<file path="config.mk">
export PLATFORM = sky130hd
export DESIGN_NAME = spi_cfg_arbiter
export DESIGN_NICKNAME = d
export VERILOG_FILES = /design/src/rtl/spi_cfg_arbiter.sv
export SDC_FILE = /design/constraint.sdc
export NUM_CORES = 1
export LEC_CHECK = 0
export CORE_AREA = 2 2 116 62
export CTS_CLUSTER_DIAMETER = 50
export DETAILED_ROUTE_END_ITERATION = 10
export DIE_AREA = 0 0 118 64
export HOLD_SLACK_MARGIN = 0.12
export PLACE_DENSITY = 0.64
export REMOVE_ABC_BUFFERS = 1
export SLEW_MARGIN = 40
export SYNTH_ARGS = -nofsm -noshare
export SYNTH_HDL_FRONTEND = slang
export SYNTH_SLANG_ARGS = --single-unit
</file>
<file path="constraint.sdc">
create_clock -name clk -period 2.4 [get_ports clk]
set_clock_uncertainty 0.05 [all_clocks]
set_input_delay 0.24 -clock clk [delete_from_list [all_inputs] [get_ports clk]]
set_output_delay 0.24 -clock clk [all_outputs]
set_load 0.01 [all_outputs]
</file>
<file path="src/rtl/spi_cfg_arbiter.sv">
// Two-requester write arbiter driving an SPI mode-0 master toward a register-file peripheral.
// Each grant latches a 16-bit frame {1, addr[6:0], data[7:0]} and sends it MSB first.
// Out-of-range addresses are rejected without touching the SPI lines.
module spi_cfg_arbiter #(
    parameter int unsigned CLK_DIV    = 4,
    parameter int unsigned GAP_CYCLES = 2
) (
    input  logic       clk,
    input  logic       rst_n,
    input  logic [1:0] req,
    input  logic [6:0] addr0,
    input  logic [6:0] addr1,
    input  logic [7:0] data0,
    input  logic [7:0] data1,
    output logic [1:0] ack,
    output logic       rej,
    output logic       busy,
    output logic       sclk,
    output logic       ncs,
    output logic       copi
);

    typedef enum logic [2:0] {StIdle, StSetup, StShift, StTrail, StGap} state_e;

    localparam logic [7:0] DivLast = 8'(CLK_DIV - 1);
    localparam logic [7:0] GapLast = 8'(GAP_CYCLES - 1);
    localparam logic [6:0] MaxAddr = 7'h04;

    state_e      state_q;
    logic [7:0]  cnt_q;
    logic [4:0]  bit_cnt_q;
    logic [15:0] shreg_q;
    logic        grant_q;
    logic        rr_q;
    logic [1:0]  ack_q;
    logic        rej_q;
    logic        sclk_q;
    logic        ncs_q;
    logic        copi_q;

    logic        gnt_sel;
    logic [15:0] gnt_frame;

    // Pick the requester to grant: round-robin pointer breaks ties, else the lone requester.
    always_comb begin
        gnt_sel   = (req == 2'b11) ? rr_q : req[1];
        gnt_frame = gnt_sel ? {1'b1, addr1, data1} : {1'b1, addr0, data0};
    end

    // Single FSM: arbitration, frame shifting, trailing hold and inter-frame gap.
    always_ff @(posedge clk) begin
        if (!rst_n) begin
            state_q   <= StIdle;
            cnt_q     <= 8'd0;
            bit_cnt_q <= 5'd0;
            shreg_q   <= 16'd0;
            grant_q   <= 1'b0;
            rr_q      <= 1'b0;
            ack_q     <= 2'b00;
            rej_q     <= 1'b0;
            sclk_q    <= 1'b0;
            ncs_q     <= 1'b1;
            copi_q    <= 1'b0;
        end else begin
            ack_q <= 2'b00;
            rej_q <= 1'b0;
            unique case (state_q)
                StIdle: begin
                    if (|req) begin
                        grant_q <= gnt_sel;
                        rr_q    <= ~gnt_sel;
                        shreg_q <= gnt_frame;
                        if (gnt_frame[14:8] > MaxAddr) begin
                            // Rejected: ack immediately, never assert ncs.
                            ack_q   <= gnt_sel ? 2'b10 : 2'b01;
                            rej_q   <= 1'b1;
                            cnt_q   <= GapLast;
                            state_q <= StGap;
                        end else begin
                            ncs_q     <= 1'b0;
                            sclk_q    <= 1'b0;
                            copi_q    <= gnt_frame[15];
                            cnt_q     <= DivLast;
                            bit_cnt_q <= 5'd0;
                            state_q   <= StSetup;
                        end
                    end
                end
                StSetup: begin
                    if (cnt_q == 8'd0) begin
                        sclk_q  <= 1'b1;
                        cnt_q   <= DivLast;
                        state_q <= StShift;
                    end else begin
                        cnt_q <= cnt_q - 8'd1;
                    end
                end
                StShift: begin
                    if (cnt_q != 8'd0) begin
                        cnt_q <= cnt_q - 8'd1;
                    end else begin
                        cnt_q <= DivLast;
                        if (sclk_q) begin
                            // End of a high phase: advance copi at the start of the low phase.
                            sclk_q    <= 1'b0;
                            bit_cnt_q <= bit_cnt_q + 5'd1;
                            if (bit_cnt_q == 5'd15) begin
                                copi_q  <= 1'b0;
                                state_q <= StTrail;
                            end else begin
                                copi_q  <= shreg_q[14];
                                shreg_q <= {shreg_q[14:0], 1'b0};
                            end
                        end else begin
                            sclk_q <= 1'b1;
                        end
                    end
                end
                StTrail: begin
                    if (cnt_q == 8'd0) begin
                        ncs_q   <= 1'b1;
                        ack_q   <= grant_q ? 2'b10 : 2'b01;
                        cnt_q   <= GapLast;
                        state_q <= StGap;
                    end else begin
                        cnt_q <= cnt_q - 8'd1;
                    end
                end
                StGap: begin
                    if (cnt_q == 8'd0) begin
                        state_q <= StIdle;
                    end else begin
                        cnt_q <= cnt_q - 8'd1;
                    end
                end
                default: state_q <= StIdle;
            endcase
        end
    end

    assign ack  = ack_q;
    assign rej  = rej_q;
    assign busy = (state_q != StIdle);
    assign sclk = sclk_q;
    assign ncs  = ncs_q;
    assign copi = copi_q;

endmodule

</file>
After elaboration in Yosys (flattened, before gate mapping)

Index checks and enable logic that the tools add are counted.

Flip-flop bits (word level): 39
Input port bits: 34
Output and inout bits: 7

Add/subtract/negate cells: 2
Order comparisons: 1
Equality and inequality tests: 16
Mux-type cells: 48
Bitwise gates (word level): 1
Reduce and logical (&&, ||, !) cells: 17

Operators by type and width:

| cell                                               | number |
|---|---|
| 2-to-1 mux 15 bit                                  | 5 |
| 2-to-1 mux 8 bit                                   | 5 |
| one-hot mux 8 bit (5 select lines)                 | 1 |
| one-hot mux 15 bit (2 select lines)                | 1 |
| 2-to-1 mux 3 bit                                   | 8 |
| 2-to-1 mux 5 bit                                   | 4 |
| != test 2 bit, second input constant               | 10 |
| one-hot mux 3 bit (5 select lines)                 | 1 |
| AND reduction 5 bit                                | 3 |
| 2-to-1 mux 1 bit                                   | 12 |
| 2-to-1 mux 2 bit                                   | 6 |
| one-hot mux 5 bit (2 select lines)                 | 1 |
| logical NOT 8 bit                                  | 1 |
| nonzero test 8 bit                                 | 1 |
| subtractor 8 x 1 -> 8 bit, second input constant   | 1 |
| > comparator 7 x 3 -> 1 bit, second input constant | 1 |
| AND reduction 7 bit                                | 1 |
| == test 3 x 2 -> 1 bit, second input constant      | 2 |
| AND reduction 3 bit                                | 2 |
| nonzero test 3 bit                                 | 2 |
| adder 5 x 1 -> 5 bit, second input constant        | 1 |
| == test 5 x 4 -> 1 bit, second input constant      | 1 |
| nonzero test 5 bit                                 | 1 |
| one-hot mux 1 bit (2 select lines)                 | 2 |
| 11 further kinds                                   | 12 |

Longest topological paths before layout

Gate-level depths: netlist of run 1.

Depth in word-level cells: 7
Mapped depth: 10

Least setup slack after synthesis of run 1

OpenSTA, ideal clock, no wires.

Path kind: reg-to-reg
From: reg cnt_q[0]
To: reg cnt_q[7]
Library setup time: 0.141 ns
Arrival time: 1.798 ns
Data required time: 2.209 ns
Setup slack: 0.411 ns
Stages on the path, launching flop included: 8
Buffers on the path: 0
Period minus slack after synthesis: 1.989 ns
Cells stage by stage: dfxtp_1 > inv_1 > ha_1 > nor3b_1 > a2111oi_2 > o2111ai_1 > xor2_1 > nor2_1

Cells in the longest elaborated chain, start to end: 3

Ends and longest elaborated chain:

| element                                                                   | line | RTL |
|---|---|---|
| start, declared                                                           | 30   | `logic [7:0] cnt_q;` |
| start signal, assigned                                                    | 77   | `cnt_q <= GapLast;` |
| start signal, assigned                                                    | 83   | `cnt_q <= DivLast;` |
| start signal, assigned                                                    | 92   | `cnt_q <= DivLast;` |
| subtractor 8 x 1 -> 8 bit (tied with other cells)                         | -    |  |
| 2-to-1 mux 8 bit (tied with other cells)                                  | 130  | `if (cnt_q == 8'd0) begin` |
| one-hot mux 8 bit (5 select lines) or AND reduction 3 bit (tied branches) | -    |  |

Several ways; a longest one is shown, not always the timed one. The select of a mux whose other input is x is not followed.
A chain may end at the register's enable or synchronous reset.

Final worst setup path of run 1

From: reg cnt_q[0]
To: reg shreg_q[3]

Cells in the longest elaborated chain, start to end: 3

Ends and longest elaborated chain:

| element                              | line | RTL |
|---|---|---|
| nonzero test 8 bit                   | 99   | `if (cnt_q != 8'd0) begin` |
| != test 2 bit (no source line)       | -    |  |
| AND reduction 5 bit (no source line) | -    |  |
| end signal, assigned                 | 72   | `shreg_q <= gnt_frame;` |
| end signal, assigned                 | 112  | `shreg_q <= {shreg_q[14:0], 1'b0};` |
| end, declared                        | 32   | `logic [15:0] shreg_q;` |

Every way passes these cells.

==> impl_metrics.env, run 1 <==
export IMPL_cts_num_sinks=39
export IMPL_period_needed_ns=2.154
export IMPL_die_area_mm2=0.007552
export IMPL_drv_slew=0
export IMPL_antenna_diode_count=0
export IMPL_vias_per_cell=5.177
export IMPL_clock_fmax_ghz=0.4642
export IMPL_clockBufferDepth=2
export IMPL_fill_cells=621
export IMPL_finalCritPeriodShare_pct=89.77
export IMPL_timing_final_ws_setup_ns=0.2456
export IMPL_antenna_found_initial=0
export IMPL_status="finished clean"
export IMPL_synth_enable_flop_cells=0
export IMPL_pre_cts_ws_ns=0.1126
export IMPL_rows=21
export IMPL_numCtsBuffers=5
export IMPL_synthFlopType="dfxtp_1"
export IMPL_yosys_register_bits=39
export IMPL_core_area_mm2=0.006490
export IMPL_swShare_pct=30.51
export IMPL_cellPowerDensity_mw_per_mm2=753.3
export IMPL_p_seq_share_pct=35.3
export IMPL_drt_total_wl_um=5832
export IMPL_grt_max_degree=29
export IMPL_grt_first_pass_wirelength_um=9770
export IMPL_switching_power_mw=0.6756
export IMPL_combPwrFrac_pct=29.3
export IMPL_holdCritPathClass="reg2reg"
export IMPL_synth_seq_area_share_pct=35.23
export IMPL_slew_headroom_pct=60.85
export IMPL_synthesis_area_mm2=0.002216
export IMPL_hpwlAfterDp_um=4392
export IMPL_ff2ff_setup_slack_ns=0.25
export IMPL_wl_met2_um=2067
export IMPL_clk_pin_slew_ns=0.06
export IMPL_layout_commonest_cell="clkdlybuf4s50_1"
export IMPL_cp_required_ns=2.52
export IMPL_grt_overflow=0
export IMPL_setup_viol=0
export IMPL_drv_cap=0
export IMPL_layout_cells_most_common_list="40 x clkdlybuf4s50_1, 39 x dfxtp_1, 35 x nor2_1"
export IMPL_met3_length_um=535
export IMPL_final_area_mm2=0.002939
export IMPL_gp_congestion=0.8756
export IMPL_rsz0062_at_grt="false"
export IMPL_postLayoutCoreUtil_pct=45.29
export IMPL_drt_met1_wl_um=3202
export IMPL_internal_power_mw=1.538
export IMPL_synthArstFlopShare_pct=0
export IMPL_cp_endpoint="shreg_q[3]"
export IMPL_power_share_clock_pct=35.3
export IMPL_grt_pass1_vias=1867
export IMPL_drive_gt1_share_pct=12.26
export IMPL_die_h_um=64
export IMPL_io_pins=41
export IMPL_root_buffer="clkbuf_16"
export IMPL_clock_latency_ns=0.29
export IMPL_synth_cell_types=52
export IMPL_cp_startpoint="cnt_q[0]"
export IMPL_top_layer_used="met4"
export IMPL_crit_fanout=13
export IMPL_initialDrtViolationCount=180
export IMPL_start_kind="register"
export IMPL_grtUsageTotal_pct=16.68
export IMPL_die_w_um=118
export IMPL_syn2layout_area_growth_pct=32.64
export IMPL_ant_nets=0
export IMPL_cts_tree="done"
export IMPL_vias=2081
export IMPL_drcViolationCount=0
export IMPL_htreeDepth=2
export IMPL_syn_area_per_cell_um2=8.425
export IMPL_r2r_end="shreg_q[3]"
export IMPL_holdWs_ns=0.4012
export IMPL_crit_type="reg2reg"
export IMPL_yosys_warnings=0
export IMPL_place_area_mm2=0.002760
export IMPL_port_buffers=40
export IMPL_wl_per_cell_um=14.51
export IMPL_cp_data_arrival_time_ns=2.27
export IMPL_dr_pass1_iters=4
export IMPL_worstSetupEndpointType="register"
export IMPL_leakage_nw=1.134
export IMPL_r2r_start="cnt_q[0]"
export IMPL_cts_hold_fix_buffers=0
export IMPL_ir_drop_uv=311.3
export IMPL_tightest_slew_ns=0.5873
export IMPL_fin_setup_tns_ns=0
export IMPL_reg2reg_depth=8
export IMPL_synthCells=263
export IMPL_fin_nets=347
export IMPL_start_util_pct=34.14
export IMPL_hold_viol=0
==> cells by family (layout without fill, tap and decap cells) <==
group / count (synthesis) / in the layout / synth area share (%)
compound gates: 71 / 71 / 24.11
mux: 19 / 19 / 8.695
flops: 39 / 39 / 35.23
simple gates: 96 / 96 / 20.50
fa+ha+maj: 4 / 4 / 2.259
xor+xnor: 9 / 9 / 3.558
buf+inv: 25 / 72 / 5.647
==> state kept, by name, summed over array words and instances (netlist names) <==
register	count
shreg_q	15
rej	1
grant_q	1
ack	2
bit_cnt_q	5
state_q	3
sclk	1
ncs	1
cnt_q	8
copi	1
rr_q	1
==> cell usage after synthesis (all sizes together) (2+ instances only) <==
cell     count  area [um^2]
o32ai        3        26.28
and3         2        13.77
o22ai        3        18.77
inv          8        30.03
buf         10        68.82
nand4        2        12.51
nor4         3        33.78
xnor2        3        26.28
o211ai       3        22.52
a311oi       2        17.52
nand2       28        105.1
o21ai       11        70.07
a211o       14        122.6
nand3        8        40.04
ha           4        50.05
nor2        36        137.6
nor3         8        45.04
mux2i       17        170.2
dfxtp       39        780.8
nor2b        3        18.77
o2111ai      2        17.52
xor2         6        52.55
a2111oi      2        42.54
a21oi       21        105.1
clkbuf       7        26.28
mux2         2        22.52
==> per-stage QoR <==
| stage | std cells | total power, mW |
|---|---|---|
| final | 402 | 2.214 |
| after detailed placement | 394 | 1.433 |
| after global routing | 402 | 2.348 |
| after CTS | 402 | 2.216 |
| after floorplan | 246 | 1.199 |
| after global placement | 394 | 1.428 |
==> worst max-delay path, stage by stage (launching register included) <==
cell and delay, ns:
dfxtp_1 0.38, inv_1 0.08, ha_1 0.19, nor3b_2 0.16
and2_2 0.25, o221ai_2 0.49, buf_4 0.27, a211o_1 0.11
a21oi_1 0.05
==> power groups by stage <==
stage               combinational, mW  sequential [mW]  clock [mW]
finish                          0.650            0.782       0.782
global route                    0.724            0.792       0.832
CTS                             0.644            0.780       0.792
detailed placement              0.640            0.793           0
global placement                0.637            0.791           0
floorplan                       0.405            0.794           0
==> per-layer routing <==
layer | track usage [%] | vias up
met5 | 0 | -
met4 | 3.163 | 0
met3 | 7.143 | 2
met2 | 19.84 | 73
met1 | 26.29 | 950
li1 | - | 1056
==> how the worst min path moves through the flow <==
stage                     slack (ns)   startpoint  depth (start not counted)     endpoint
after floorplan                 0.26        rst_n                          1          ncs
after detailed placement        0.40  shreg_q[14]                          2  shreg_q[14]
after global placement          0.39  shreg_q[14]                          2  shreg_q[14]
final                           0.40  shreg_q[14]                          2  shreg_q[14]
after CTS                       0.40  shreg_q[14]                          2  shreg_q[14]
after global routing            0.43   shreg_q[2]                          2   shreg_q[2]
==> cell type report <==
type | count | area, um^2 | share of cell area (%)
Multi-Input combinational cell | 199 | 1319 | 44.87
Sequential cell | 39 | 780.7 | 26.56
Timing Repair Buffer | 56 | 520.5 | 17.71
Clock buffer | 6 | 138.9 | 4.725
Tap cell | 92 | 115.1 | 3.917
Clock inverter | 2 | 35.03 | 1.192
Inverter | 8 | 30.03 | 1.022
==> what timing repair did <==
item                       CTS  global route
setup buffers                0             0
setup endpoints to repair    0             5
gates resized for setup      0             1
(Power assumes the default switching activity.)
==> inputs of run 2 (changes only) <==
Settings changed: CORE_AREA 2 2 116 62 to 2 2 79 89, DIE_AREA 0 0 118 64 to 0 0 81 91, SLEW_MARGIN 40 to not set.
==> run 2 against run 1 <==
  * Worst setup slack better by 0.043 ns
  * Critical path depth unchanged
  * Total power decreased by 10%
  * Hold slack gained 0.0056 ns
  * Sequential power is 0.5% lower
  * Design area decreased by 2.3%
  * Maximum frequency increased by 2.0%
  * Core utilization decreased by 0.71 points
  * Global-route usage down 1.6 points
==> impl_metrics.env, run 2 (synthesis results as in run 1) <==
export IMPL_gp_congestion=0.8323
export IMPL_crit_family="compound AO/OA/AOI/OAI gates"
export IMPL_worst_path_max_delay_cell="o221ai_2"
export IMPL_whs_path_depth=2
export IMPL_min_from="shreg_q[5]"
export IMPL_grt_max_degree=29
export IMPL_wl_per_cell_um=13.86
export IMPL_clock_latency_ns=0.29
export IMPL_htreeDepth=2
export IMPL_tightest_slew_ns=0.5584
export IMPL_finalPower_mw=1.989
export IMPL_largest_reg_flops=15
export IMPL_ir_drop_uv=361.5
export IMPL_period_needed_ns=2.111
export IMPL_cts_hold_fix_buffers=0
export IMPL_drt_total_wl_um=5418
export IMPL_crit_chain="ha_1, and3_1, ha_1, nor2_2, o221ai_2, buf_4, a211o_1, a21oi_1"
export IMPL_syn2layout_area_growth_pct=29.53
export IMPL_cp_data_arrival_time_ns=2.24
export IMPL_layout_commonest_cell="clkdlybuf4s50_1"
export IMPL_holdPathEnd="shreg_q[5]"
export IMPL_r2r_start="bit_cnt_q[0]"
export IMPL_initialDrtViolationCount=83
export IMPL_cts_num_sinks=39
export IMPL_start_kind="register"
export IMPL_finalCritPeriodShare_pct=87.98
export IMPL_reg2reg_depth=8
export IMPL_ff2ff_setup_slack_ns=0.29
export IMPL_layout_cells_most_common_list="40 x clkdlybuf4s50_1, 39 x dfxtp_1, 35 x nor2_1"
export IMPL_die_h_um=91
export IMPL_ant_nets=0
export IMPL_cellPowerDensity_mw_per_mm2=693.1
export IMPL_vias=2074
export IMPL_grt_first_pass_wirelength_um=8935
export IMPL_hpwlAfterDp_um=3951
export IMPL_port_buffers=40
export IMPL_clockBufferDepth=2
export IMPL_hold_viol=0
export IMPL_drv_slew=0
export IMPL_die_w_um=81
export IMPL_slowest_delay_ns=0.47
export IMPL_dr_pass1_iters=4
export IMPL_rows=31
export IMPL_crit_type="reg2reg"
export IMPL_leakage_nw=1.105
export IMPL_setup_viol=0
export IMPL_cp_required_ns=2.52
export IMPL_antenna_found_initial=0
export IMPL_drv_cap=0
export IMPL_grt_pass1_vias=1961
export IMPL_io_pins=41
export IMPL_vias_per_cell=5.304
export IMPL_clock_fmax_ghz=0.4736
export IMPL_top_register="shreg_q"
export IMPL_grt_overflow=0
export IMPL_root_buffer="clkbuf_8"
export IMPL_holdCritPathClass="reg2reg"
export IMPL_worstPathBufferInverterCount=1
export IMPL_fin_setup_tns_ns=0
export IMPL_worstSetupEndpointType="register"
export IMPL_core_area_mm2=0.006439
export IMPL_antenna_diode_count=0
export IMPL_clk_pin_slew_ns=0.08
export IMPL_r2r_end="shreg_q[3]"
export IMPL_rsz0062_at_grt="false"
export IMPL_drive_gt1_share_pct=11.97
export IMPL_top_regs="shreg_q (15), cnt_q (8), bit_cnt_q (5)"
export IMPL_crit_top_cell="ha_1"
export IMPL_die_area_mm2=0.007371
export IMPL_cts_tree="done"
export IMPL_fin_nets=346
export IMPL_grtUsageTotal_pct=15.07
export IMPL_status="finished clean"
export IMPL_start_util_pct=34.42
export IMPL_drcViolationCount=0
export IMPL_crit_fanout=10
export IMPL_numCtsBuffers=5
export IMPL_slew_headroom_pct=62.77
run 2: changes by cell type in the layout (fill, tap and decap cells not counted), sizes merged:
cell,change
clkbuf,-1
clkinv,+1
buf,-1
run 2: worst max-delay path by stage:
stage | slack [ns] | start | cells after the start | to
after global routing | 0.14 | bit_cnt_q[1] | 8 | shreg_q[2]
after floorplan | -1.17 | rr_q | 5 | bit_cnt_q[2]
after global placement | 0.11 | req[1] | 5 | copi
after detailed placement | 0.08 | req[1] | 5 | bit_cnt_q[2]
after CTS | 0.23 | cnt_q[0] | 8 | shreg_q[3]
final | 0.29 | bit_cnt_q[0] | 8 | shreg_q[3]
run 2: power breakdown:
group,total (mW),switching [mW],internal [mW]
Clock,0.546,0.237,0.309
Sequential,0.778,0.0559,0.723
Combinational,0.665,0.348,0.317
run 2: final cells by class:
cell class / count / area, um^2
Clock buffer: 5 / 68.82
Multi-Input combinational cell: 199 / 1319
Sequential cell: 39 / 780.7
Fill cell: 646 / 3568
Clock inverter: 3 / 43.79
Tap cell: 82 / 102.6
Timing Repair Buffer: 55 / 525.5
Inverter: 8 / 30.03
run 2: what timing repair did:
item	CTS	global route
setup buffers	0	0
setup endpoints to repair	0	2
gates resized for setup	0	1
run 2: per-stage QoR:
stage | hold slack [ns] | instance area, um^2 | std cells | setup slack [ns] | utilization (%)
floorplan | 0.2618 | 2121 | 246 | -1.168 | -
global placement | 0.3932 | 2753 | 383 | 0.1116 | 42.75
detailed placement | 0.3969 | 2753 | 383 | 0.07973 | 42.75
CTS | 0.4079 | 2865 | 391 | 0.2284 | 44.50
global route | 0.4285 | 2870 | 391 | 0.1369 | 44.58
finish | 0.4068 | 2870 | 391 | 0.2886 | 44.58
run 2: layer usage:
metal | global-route usage [%] | vias up | part of all wire [%] | wire (um)
li1 | - | 1046 | - | -
met4 | 3.814 | 0 | 0.98 | 53
met5 | 0 | - | 0 | 0
met3 | 3.777 | 5 | 6.1 | 329
met1 | 17.76 | 974 | 45 | 2412
met2 | 26.72 | 49 | 48 | 2623
run 2: worst register-to-register path: cells and delay by family (launching register included):
family	cells	cell delay (ns)
AO/OA/AOI/OAI	3	0.62
adder cells (fa/ha/maj)	2	0.42
flip-flops	1	0.40
buffers and inverters	1	0.26
AND/OR/NAND/NOR	2	0.24
==> inputs of run 3 (changes only) <==
Settings changed: SKIP_LAST_GASP set to 1.
==> results of run 3 <==
Same layout as run 2: the final DEF is identical, and so are final timing and power.
